**config.mk**
```make
export PLATFORM = sky130hd
export DESIGN_NAME = conv_window_stream
export DESIGN_NICKNAME = d
export VERILOG_FILES = /design/src/rtl/conv_window_stream.sv
export SDC_FILE = /design/constraint.sdc
export NUM_CORES = 1
export LEC_CHECK = 0
export ABC_CLOCK_PERIOD_IN_PS = 5800
export CAP_MARGIN = 30
export CORE_ASPECT_RATIO = 0.8
export CORE_MARGIN = 5
export CORE_UTILIZATION = 35
export DETAILED_ROUTE_END_ITERATION = 10
export PLACE_DENSITY = 0.52
export SLEW_MARGIN = 20
export SYNTH_ARGS = -nofsm -noshare
export SYNTH_HDL_FRONTEND = slang
export SYNTH_SLANG_ARGS = --single-unit
```
**constraint.sdc**
```tcl
create_clock -name clk -period 5.8 [get_ports clk]
set_clock_uncertainty 0.05 [all_clocks]
set_input_delay 1.16 -clock clk [delete_from_list [all_inputs] [get_ports clk]]
set_output_delay 1.16 -clock clk [all_outputs]
set_load 0.02 [all_outputs]
```
**src/rtl/conv_window_stream.sv**
```systemverilog
// conv_window_stream: streaming K x K x C sliding-window generator with internal zero padding.
// Optional macro CONV_WIN_POS_EN adds out_row/out_col output-map coordinates.
module conv_window_stream #(
  parameter int pDATA_WIDTH   = 8,
  parameter int pIN_CHANNEL   = 1,
  parameter int pINPUT_WIDTH  = 28,
  parameter int pINPUT_HEIGHT = 28,
  parameter int pKERNEL_SIZE  = 3,
  parameter int pPADDING      = 1,
  parameter int pSTRIDE       = 1
) (
  input  logic                                                         clk,
  input  logic                                                         rst,
  input  logic                                                         start,
  input  logic                                                         in_valid,
  input  logic [pDATA_WIDTH*pIN_CHANNEL-1:0]                           in_data,
  output logic                                                         in_ready,
  output logic                                                         out_valid,
  input  logic                                                         out_ready,
  output logic [pDATA_WIDTH*pIN_CHANNEL*pKERNEL_SIZE*pKERNEL_SIZE-1:0] out_data,
  output logic                                                         out_last,
  output logic                                                         busy,
  output logic                                                         done
`ifdef CONV_WIN_POS_EN
  ,
  output logic [15:0]                                                  out_row,
  output logic [15:0]                                                  out_col
`endif
);
  localparam int CW = pDATA_WIDTH * pIN_CHANNEL;
  localparam int K  = pKERNEL_SIZE;
  localparam int WP = pINPUT_WIDTH + 2 * pPADDING;
  localparam int HP = pINPUT_HEIGHT + 2 * pPADDING;
  localparam int OW = (WP - K) / pSTRIDE + 1;
  localparam int OH = (HP - K) / pSTRIDE + 1;
  localparam int AW = (WP > 1) ? $clog2(WP) : 1;
  localparam int LW = (K > 1) ? (K - 1) * CW : CW;

  localparam logic [15:0] WP_M1   = 16'(WP - 1);
  localparam logic [15:0] HP_M1   = 16'(HP - 1);
  localparam logic [15:0] K_M1    = 16'(K - 1);
  localparam logic [15:0] PAD     = 16'(pPADDING);
  localparam logic [15:0] COL_END = 16'(pPADDING + pINPUT_WIDTH);
  localparam logic [15:0] ROW_END = 16'(pPADDING + pINPUT_HEIGHT);
  localparam logic [15:0] STRIDE  = 16'(pSTRIDE);
  localparam logic [15:0] OW_M1   = 16'(OW - 1);
  localparam logic [15:0] OH_M1   = 16'(OH - 1);

  typedef enum logic [1:0] {ST_IDLE = 2'd0, ST_SCAN = 2'd1, ST_DRAIN = 2'd2} state_t;

  state_t              state_r, state_nx_s;
  logic [15:0]         pr_r, pc_r;
  logic                last_seen_r, out_valid_r, out_last_r;
  logic [CW*K*K-1:0]   win_r, win_nx_s, out_data_r;
  logic [CW*K-1:0]     col_s;
  logic [LW-1:0]       lout_s;
  logic [CW-1:0]       push_s;
  logic [AW-1:0]       col_idx_s;
  logic [15:0]         rdiff_s, cdiff_s, orow_s, ocol_s;
  logic                interior_s, stall_s, step_s, final_step_s;
  logic                hs_s, last_hs_s, emit_s, last_win_s;

  assign interior_s   = (pr_r >= PAD) && (pr_r < ROW_END) && (pc_r >= PAD) && (pc_r < COL_END);
  assign stall_s      = out_valid_r && !out_ready;
  assign step_s       = (state_r == ST_SCAN) && !stall_s && (!interior_s || in_valid);
  assign in_ready     = (state_r == ST_SCAN) && interior_s && !stall_s;
  assign push_s       = interior_s ? in_data : {CW{1'b0}};
  assign final_step_s = step_s && (pr_r == HP_M1) && (pc_r == WP_M1);
  assign hs_s         = out_valid_r && out_ready;
  assign last_hs_s    = hs_s && out_last_r;
  assign col_idx_s    = pc_r[AW-1:0];

  // The window being completed by this step has top-left (pr-K+1, pc-K+1).
  assign rdiff_s    = pr_r - K_M1;
  assign cdiff_s    = pc_r - K_M1;
  assign orow_s     = rdiff_s / STRIDE;
  assign ocol_s     = cdiff_s / STRIDE;
  assign emit_s     = (pr_r >= K_M1) && (pc_r >= K_M1) &&
                      ((rdiff_s % STRIDE) == 16'd0) && ((cdiff_s % STRIDE) == 16'd0) &&
                      (orow_s <= OH_M1) && (ocol_s <= OW_M1);
  assign last_win_s = emit_s && (orow_s == OH_M1) && (ocol_s == OW_M1);

  generate
    if (K > 1) begin : g_lines
      for (genvar l = 0; l < K - 1; l++) begin : g_line
        logic [CW-1:0] mem_r [WP];
        logic [CW-1:0] wr_s;
        if (l == 0) begin : g_first
          assign wr_s = push_s;
        end else begin : g_next
          assign wr_s = lout_s[(l-1)*CW +: CW];
        end
        // Each line pushes its old pixel at this column down to the next older line.
        always_ff @(posedge clk) begin
          if (step_s) mem_r[col_idx_s] <= wr_s;
        end
        assign lout_s[l*CW +: CW] = mem_r[col_idx_s];
      end
      for (genvar g = 0; g < K - 1; g++) begin : g_col
        assign col_s[g*CW +: CW] = lout_s[(K-2-g)*CW +: CW];
      end
    end else begin : g_nolines
      assign lout_s = {LW{1'b0}};
    end
  endgenerate
  assign col_s[(K-1)*CW +: CW] = push_s;

  // Window shifts left one column; the new right column is oldest line on top.
  always_comb begin
    win_nx_s = win_r;
    for (int kr = 0; kr < K; kr++) begin
      for (int kc = 0; kc < K - 1; kc++) begin
        win_nx_s[(kr*K+kc)*CW +: CW] = win_r[(kr*K+kc+1)*CW +: CW];
      end
      win_nx_s[(kr*K+K-1)*CW +: CW] = col_s[kr*CW +: CW];
    end
  end

  // State register.
  always_ff @(posedge clk or negedge rst) begin
    if (!rst) state_r <= ST_IDLE;
    else      state_r <= state_nx_s;
  end

  // Next state; with stride > 1 the last window may have left before the final step.
  always_comb begin
    state_nx_s = state_r;
    case (state_r)
      ST_IDLE: begin
        if (start) state_nx_s = ST_SCAN;
        else       state_nx_s = ST_IDLE;
      end
      ST_SCAN: begin
        if (final_step_s) begin
          if (last_seen_r || last_hs_s) state_nx_s = ST_IDLE;
          else                          state_nx_s = ST_DRAIN;
        end else begin
          state_nx_s = ST_SCAN;
        end
      end
      ST_DRAIN: begin
        if (last_hs_s) state_nx_s = ST_IDLE;
        else           state_nx_s = ST_DRAIN;
      end
      default: state_nx_s = ST_IDLE;
    endcase
  end

  // Padded scan coordinates and the last-window-accepted flag.
  always_ff @(posedge clk or negedge rst) begin
    if (!rst) begin
      pr_r        <= 16'd0;
      pc_r        <= 16'd0;
      last_seen_r <= 1'b0;
    end else if (state_r == ST_IDLE) begin
      if (start) begin
        pr_r        <= 16'd0;
        pc_r        <= 16'd0;
        last_seen_r <= 1'b0;
      end
    end else begin
      if (last_hs_s) last_seen_r <= 1'b1;
      if (step_s) begin
        if (pc_r == WP_M1) begin
          pc_r <= 16'd0;
          pr_r <= pr_r + 16'd1;
        end else begin
          pc_r <= pc_r + 16'd1;
        end
      end
    end
  end

  // Window register and the output holding register.
  always_ff @(posedge clk or negedge rst) begin
    if (!rst) begin
      win_r       <= {(CW*K*K){1'b0}};
      out_data_r  <= {(CW*K*K){1'b0}};
      out_valid_r <= 1'b0;
      out_last_r  <= 1'b0;
    end else begin
      if (step_s) win_r <= win_nx_s;
      if (step_s && emit_s) begin
        out_valid_r <= 1'b1;
        out_data_r  <= win_nx_s;
        out_last_r  <= last_win_s;
      end else if (hs_s) begin
        out_valid_r <= 1'b0;
        out_last_r  <= 1'b0;
      end
    end
  end

`ifdef CONV_WIN_POS_EN
  logic [15:0] out_row_r, out_col_r;

  // Output-map coordinates of the window held in out_data.
  always_ff @(posedge clk or negedge rst) begin
    if (!rst) begin
      out_row_r <= 16'd0;
      out_col_r <= 16'd0;
    end else if (step_s && emit_s) begin
      out_row_r <= orow_s;
      out_col_r <= ocol_s;
    end
  end
  assign out_row = out_row_r;
  assign out_col = out_col_r;
`endif

  assign out_valid = out_valid_r;
  assign out_data  = out_data_r;
  assign out_last  = out_last_r;
  assign busy      = (state_r != ST_IDLE);
  assign done      = last_hs_s;
endmodule

```
* After elaboration in Yosys (flattened, before gate mapping)
Memories as Yosys holds them, arrays and structs flattened.
Cells that the tools add are included.
** Cells by class
- Add/subtract/negate cells :: 4
- Multiply operators :: 0
- Div/mod/pow operators :: 0
- $lt $le $gt $ge :: 8
- Eq/ne operators :: 7
- Shift-type cells :: 0
- Muxes and demuxes :: 21
- Bitwise logic cells :: 0
- Reduce and logical (&&, ||, !) cells :: 32
** Operators with widths (count)
- $mux 16 :: 7
- $eq 16x5->1 const B :: 4
- $add 16x1->16 const B :: 2
- $ge 16x1->1 const B :: 2
- $ge 16x2->1 const B :: 2
- $le 16x5->1 const B :: 2
- $lt 16x5->1 const B :: 2
- $sub 16x2->16 const B :: 2
- $logic_and 1x1->1 :: 18
- $reduce_bool 2->1 :: 5
- $mux 1 :: 9
- $mux 8 :: 1
- $mux 2 :: 3
- $pmux 2 s3 :: 1
- $reduce_and 2->1 :: 2
- $logic_not 1->1 :: 3
- $reduce_and 3->1 :: 1
- $eq 2x1->1 const B :: 1
- $eq 2x2->1 const B :: 1
- $logic_not 2->1 :: 1
- $logic_or 1x1->1 :: 2
- $ne 2x2->1 const B :: 1
** Word-level totals
- Flip-flop bits (word level) :: 181
- Latch bits :: 0
- RAM bits :: 480
- Memory bits (read-only) :: 0
- Bits of input ports :: 13
- Output and inout port bits :: 77
- Logic and storage cells :: 82
- Memories kept :: 2
** Memories
- g_lines.g_line[0].mem_r :: depth 30, bits a word 8, rd ports 1, clocked after Yosys merged registers in 0, write ports 1, line 86 : logic [CW-1:0] mem_r [WP];
- g_lines.g_line[1].mem_r :: depth 30, bits a word 8, rd ports 1, clocked after Yosys merged registers in 0, write ports 1, line 86

* Depth between registers and ports, before layout
- Word-level depth :: 11
- Depth in mapped cells :: 15
- Gate-level depth less buffers :: 8

* Least setup slack after synthesis
Ideal clock, no wire load.
- Path kind :: reg-to-reg
- From :: register pc_r[0]
- To :: memory g_lines.g_line[0].mem_r[4][0] (netlist bit) (enable)
- Setup time :: 0.409 ns
- Data arrival time :: 4.426 ns
- Data required time :: 5.341 ns
- Slack :: 0.915 ns
- Stages on the path, launching flop included :: 14
- Buffers on the path :: 6
- Period minus slack after synthesis :: 4.885 ns
- Path through :: dfrtp_1 > clkbuf_1 > buf_2 > buf_2 > buf_2 > buf_2 > inv_1 > ha_1 > o32ai_1 > a2111oi_0 > nor2_1 > clkbuf_1 > nand2_1 > nor3_1
** On the way
- Cells in the longest elaborated chain, start to end :: 8
- Elaborated cells on any way between the ends :: 9
- Those cells by class :: order compare (2); mux (2); reduce/logical (5)
** RTL lines
- start: declaration :: line 52 : logic [15:0] pr_r, pc_r;
- start signal: assignment :: line 168 : pc_r <= pc_r + 16'd1;
- $ge 16x1->1 :: line 63 : assign interior_s = (pr_r >= PAD) && (pr_r < ROW_END) && (pc_r >= PAD) && (pc_r < COL_END);
- $logic_and 1x1->1 (2 in a row) :: line 63
- $logic_not 1->1 :: line 65 : assign step_s = (state_r == ST_SCAN) && !stall_s && (!interior_s || in_valid);
- $logic_or 1x1->1 :: line 65
- $logic_and 1x1->1 :: line 65
- $mux 1 :: line 95 : if (step_s) mem_r[col_idx_s] <= wr_s;
- $mux 1 (not written as such) :: line 95
- end: declaration :: line 86
Several ways; a longest one is shown, not always the timed one.

* Worst setup path after layout
- From :: register pc_r[1]
- To :: output port in_ready
** On the way
- Cells in the longest elaborated chain, start to end :: 5
- Elaborated cells on any way between the ends :: 6
- Those cells by class :: order compare (2); reduce/logical (4)
** RTL lines
- $ge 16x1->1 :: line 63
- $logic_and 1x1->1 :: line 63
- $logic_and 1x1->1 (*) :: line 63
- $logic_and 1x1->1 (*) (2 in a row) :: line 66 : assign in_ready = (state_r == ST_SCAN) && interior_s && !stall_s;
- end: declaration :: line 17 : output logic in_ready,
Mark *: on every way between the ends. The rest lies on a longest branch, timed or not.

==> impl_metrics.yaml <==
power:
  intPower_mw: 10.31
  swShare_pct: 35.17
  vdd_drop_max_v: 0.0003449
  p_comb_share_pct: 33.0
  netSwitchingPower_mw: 5.592
  leakagePower_nw: 10.83
  powerDensity_nw_per_um2: 532.6
  power.total_mw: 15.90
  clock_power_share_pct: 23.9
  sequentialPowerShare_pct: 43.1
clocking:
  clk_latency_ps: 640
  cts_buffer_depth: 3
  numCtsBuffers: 60
  cts.sinks: 637
  cts_post_setup_buffers_inserted: 0
  ctsResizeCount: 0
  cts_root_buffer: "clkbuf_16"
  cts_tree: "done"
  hold_buffers: 0
  htree_levels: 2
  clk_pin_slew_ps: 60
routing:
  route.detailed.vias_per_inst: 5.292
  drt_iter0_drc: 1345
  wl_per_cell_um: 25.09
  drcViolationCount: 0
  routed_wirelength_um: 65540
  ant_nets: 0
  drt_pass1_iterations: 5
  vias: 13820
yosys:
  async_flop_share_pct: 24.65
  syn-instance-count: 1476
  synth.largest_area_cell: "edfxtp_1"
  ys_types: 62
  synth_flop_cell: "edfxtp_1"
  ys_ff_latch: 637
  avgSynthCellArea_sq_um: 17.33
  synthesis.area_sq_um: 25580
  synthesis.nets: 1501
  yosysSeqAreaShare_pct: 71.70
  synth_top_cell_area_share_pct: 56.34
  synth_edf_count: 480
  synthTopCellsByArea: "edfxtp_1 56%, dfrtp_1 15%, mux4_2 10%"
  ys_warn_count: 0
worst_setup_path:
  critPathBufInv: 2
  r2r_start: "pc_r[1]$_DFFE_PN0P_"
  cp.required_ps: 4590
  ff2ff_path_depth: 9
  critPathSlowestCell: "dfrtp_4"
  cpLargestDelayFamily: "flip-flops"
  path_max_fanout: 46
  worstSetupEndpointType: "primary output"
  cp.depth: 6
  cpPeakStageDelay_ps: 910
  startpoint_type: "flop"
  path_class: "reg -> out"
  cp_data_arrival_time_ps: 3510
  path_cells: "inv_1, ha_1, o32ai_1, a211o_1, nor3_1, clkdlybuf4s50_1"
  r2r_slack_ps: 1550
  startpoint: "pc_r[1]$_DFFE_PN0P_"
timing:
  finalCriticalPeriod_ps: 4723
  drv_slew: 0
  maxSlewHeadroom_pct: 32.36
  finalSetupTns_ps: 0
  fmax_ghz: 0.2117
  final_hold_viol_count: 0
  rsz0062_at_grt: "false"
  fin_ws_ps: 1077
  tightest_slew_ps: 1015
  finalSetupViolations: 0
  finalCritPeriodShare_pct: 81.43
finish:
  synthToLayoutAreaGrowth_pct: 16.69
  antenna_cells: 0
  final_layout_size_suffix_gt1_share_pct: 23.10
  fin_nets: 1643
  final_cell_count_no_fill: 2612
  fin_util_pct: 41.33
floorplanning:
  dieWidth_um: 312.3
  core-area_sq_um: 72230
  start_util_pct: 35.42
  die_area_sq_um: 78640
  fp-row-count: 88
  ios: 90
  die_y_um: 251.8
global_routing:
  grt_use_met2_pct: 25.04
  grt_pass1_wl_um: 96370
  top_usage_layer: "met2"
  grt_use_met1_pct: 24.31
  grt.overflow.total: 0
  grt.total_usage_pct: 16.41
  grt_max_degree: 81
  antenna_found_initial: 4
  grt_pass1_vias: 13720
  met3_usage_pct: 3.901
placed_design:
  post-place-ws_ps: 1366
  placed_cells: 2500
  dp_hpwl_um: 41500
  port_buffers: 89
  routabilityCongestion: 0.8448
worst_hold_path:
  min_delay_path_depth: 2
  min-delay-start: "win_r[58]$_DFFE_PN0P_"
  hold_class: "reg -> reg"
outcome:
  outcome: "completed"
flow_run:
  cap_viol_max_count: 0
==> cell usage after synthesis, types with 4 or more instances <==
| master | count |
|---|---|
| or3_1 | 4 |
| a221oi_1 | 4 |
| nor2b_1 | 4 |
| o22ai_1 | 5 |
| and3_1 | 5 |
| a22o_1 | 5 |
| nand4_1 | 11 |
| buf_2 | 14 |
| o221ai_1 | 7 |
| ha_1 | 12 |
| nor2_1 | 78 |
| a21oi_1 | 23 |
| mux4_2 | 114 |
| dfrtp_1 | 157 |
| buf_1 | 11 |
| edfxtp_1 | 480 |
| mux2_4 | 29 |
| xnor2_1 | 22 |
| a22oi_1 | 10 |
| a211oi_1 | 9 |
| nor3_1 | 18 |
| nand2_1 | 146 |
| or2_2 | 5 |
| nor4_1 | 23 |
| inv_1 | 20 |
| or4_1 | 4 |
| clkbuf_1 | 51 |
| mux2i_1 | 35 |
| a31oi_1 | 4 |
| buf_6 | 4 |
| nand3_1 | 17 |
| o21ai_0 | 24 |
| and2_1 | 10 |
| nor4b_1 | 5 |
| nand2b_1 | 8 |
| mux2_2 | 61 |
==> through the flow <==
step	instance area [sq um]	hold slack, ps
after floorplan	25580	390.2
after global placement	27930	404.5
after detailed placement	27950	410.4
after CTS	29840	426.1
after global routing	29850	452.6
final	29850	421.3
==> placed cells by master (no fill, tap or decap), types with 8 or more instances in the layout <==
master / synthesis / final
nor3_1: 18 / 14
a211oi_1: 9 / 9
o21ai_0: 24 / 19
ha_1: 12 / 12
clkinv_1: 0 / 8
nand4_1: 11 / 11
buf_4: 0 / 67
nor4_1: 23 / 23
clkbuf_1: 51 / 23
clkdlybuf4s50_1: 0 / 88
xnor2_1: 22 / 22
clkbuf_16: 0 / 61
mux2_2: 61 / 61
nand3_1: 17 / 17
nor2_1: 78 / 77
nand2_1: 146 / 146
and2_1: 10 / 10
dfrtp_1: 157 / 153
mux2i_1: 35 / 35
mux2_4: 29 / 29
edfxtp_1: 480 / 480
a22oi_1: 10 / 10
a21oi_1: 23 / 23
nand2b_1: 8 / 8
inv_1: 20 / 20
mux4_2: 114 / 114
==> registers in the layout, indices dropped and copies added, names as in the netlist <==
signal                cells
pc_r                     16
pr_r                     16
out_data                 72
g_lines.g_line.mem_r    480
last_seen_r               1
state_r                   2
out_last                  1
out_valid                 1
win_r                    48
==> path summary, 6_finish.rpt <==
path,endpoint
worst min-delay path,win_r[58]$_DFFE_PN0P_
min in group asynchronous,pr_r[9]$_DFFE_PN0P_
max in group asynchronous,out_data[58]$_DFFE_PN0P_
worst max-delay path,in_ready
worst max register to register,out_data[30]$_DFFE_PN0P_
worst min register to register,win_r[58]$_DFFE_PN0P_
==> power by group through the flow <==
stage	Clock, mW	Combinational, mW	Sequential, mW
global route	4.10	5.62	6.93
finish	3.80	5.24	6.86
CTS	3.92	5.28	6.87
detailed placement	0	5.27	6.97
floorplan	0	3.08	6.75
global placement	0	5.19	6.94
==> area by class of cell <==
| cell class | instances | area (sq um) |
|---|---|---|
| Timing Repair Buffer | 160 | 1470 |
| Clock buffer | 91 | 1703 |
| Fill cell | 6499 | 42380 |
| Clock inverter | 20 | 180.2 |
| Sequential cell | 637 | 18350 |
| Tap cell | 945 | 1182 |
| Multi-Input combinational cell | 739 | 6889 |
| Inverter | 20 | 75.07 |
==> logic make-up after synthesis <==
group / Yosys count / share of synthesized area, %
flops: 637 / 71.70
mux: 239 / 15.79
simple gates: 353 / 6.539
xor+xnor: 24 / 0.8216
fa+ha+maj: 12 / 0.5869
buf+inv: 100 / 1.653
compound gates: 111 / 2.910
==> per-layer routing <==
layer / vias to the layer above / wire length, um
met5: - / 0
met4: 0 / 1052
met3: 79 / 4615
met2: 383 / 29970
met1: 7325 / 29900
li1: 6036 / -
==> worst reg2reg max path: cells and delay by family, from the launching register on <==
| family | cells | cell delay [ps] |
|---|---|---|
| buf+inv | 2 | 580 |
| flops | 1 | 760 |
| fa+ha+maj | 1 | 310 |
| simple gates | 4 | 1910 |
| mux | 1 | 310 |
| xor+xnor | 1 | 220 |
Note: power is estimated with default switching activity, not from simulation.
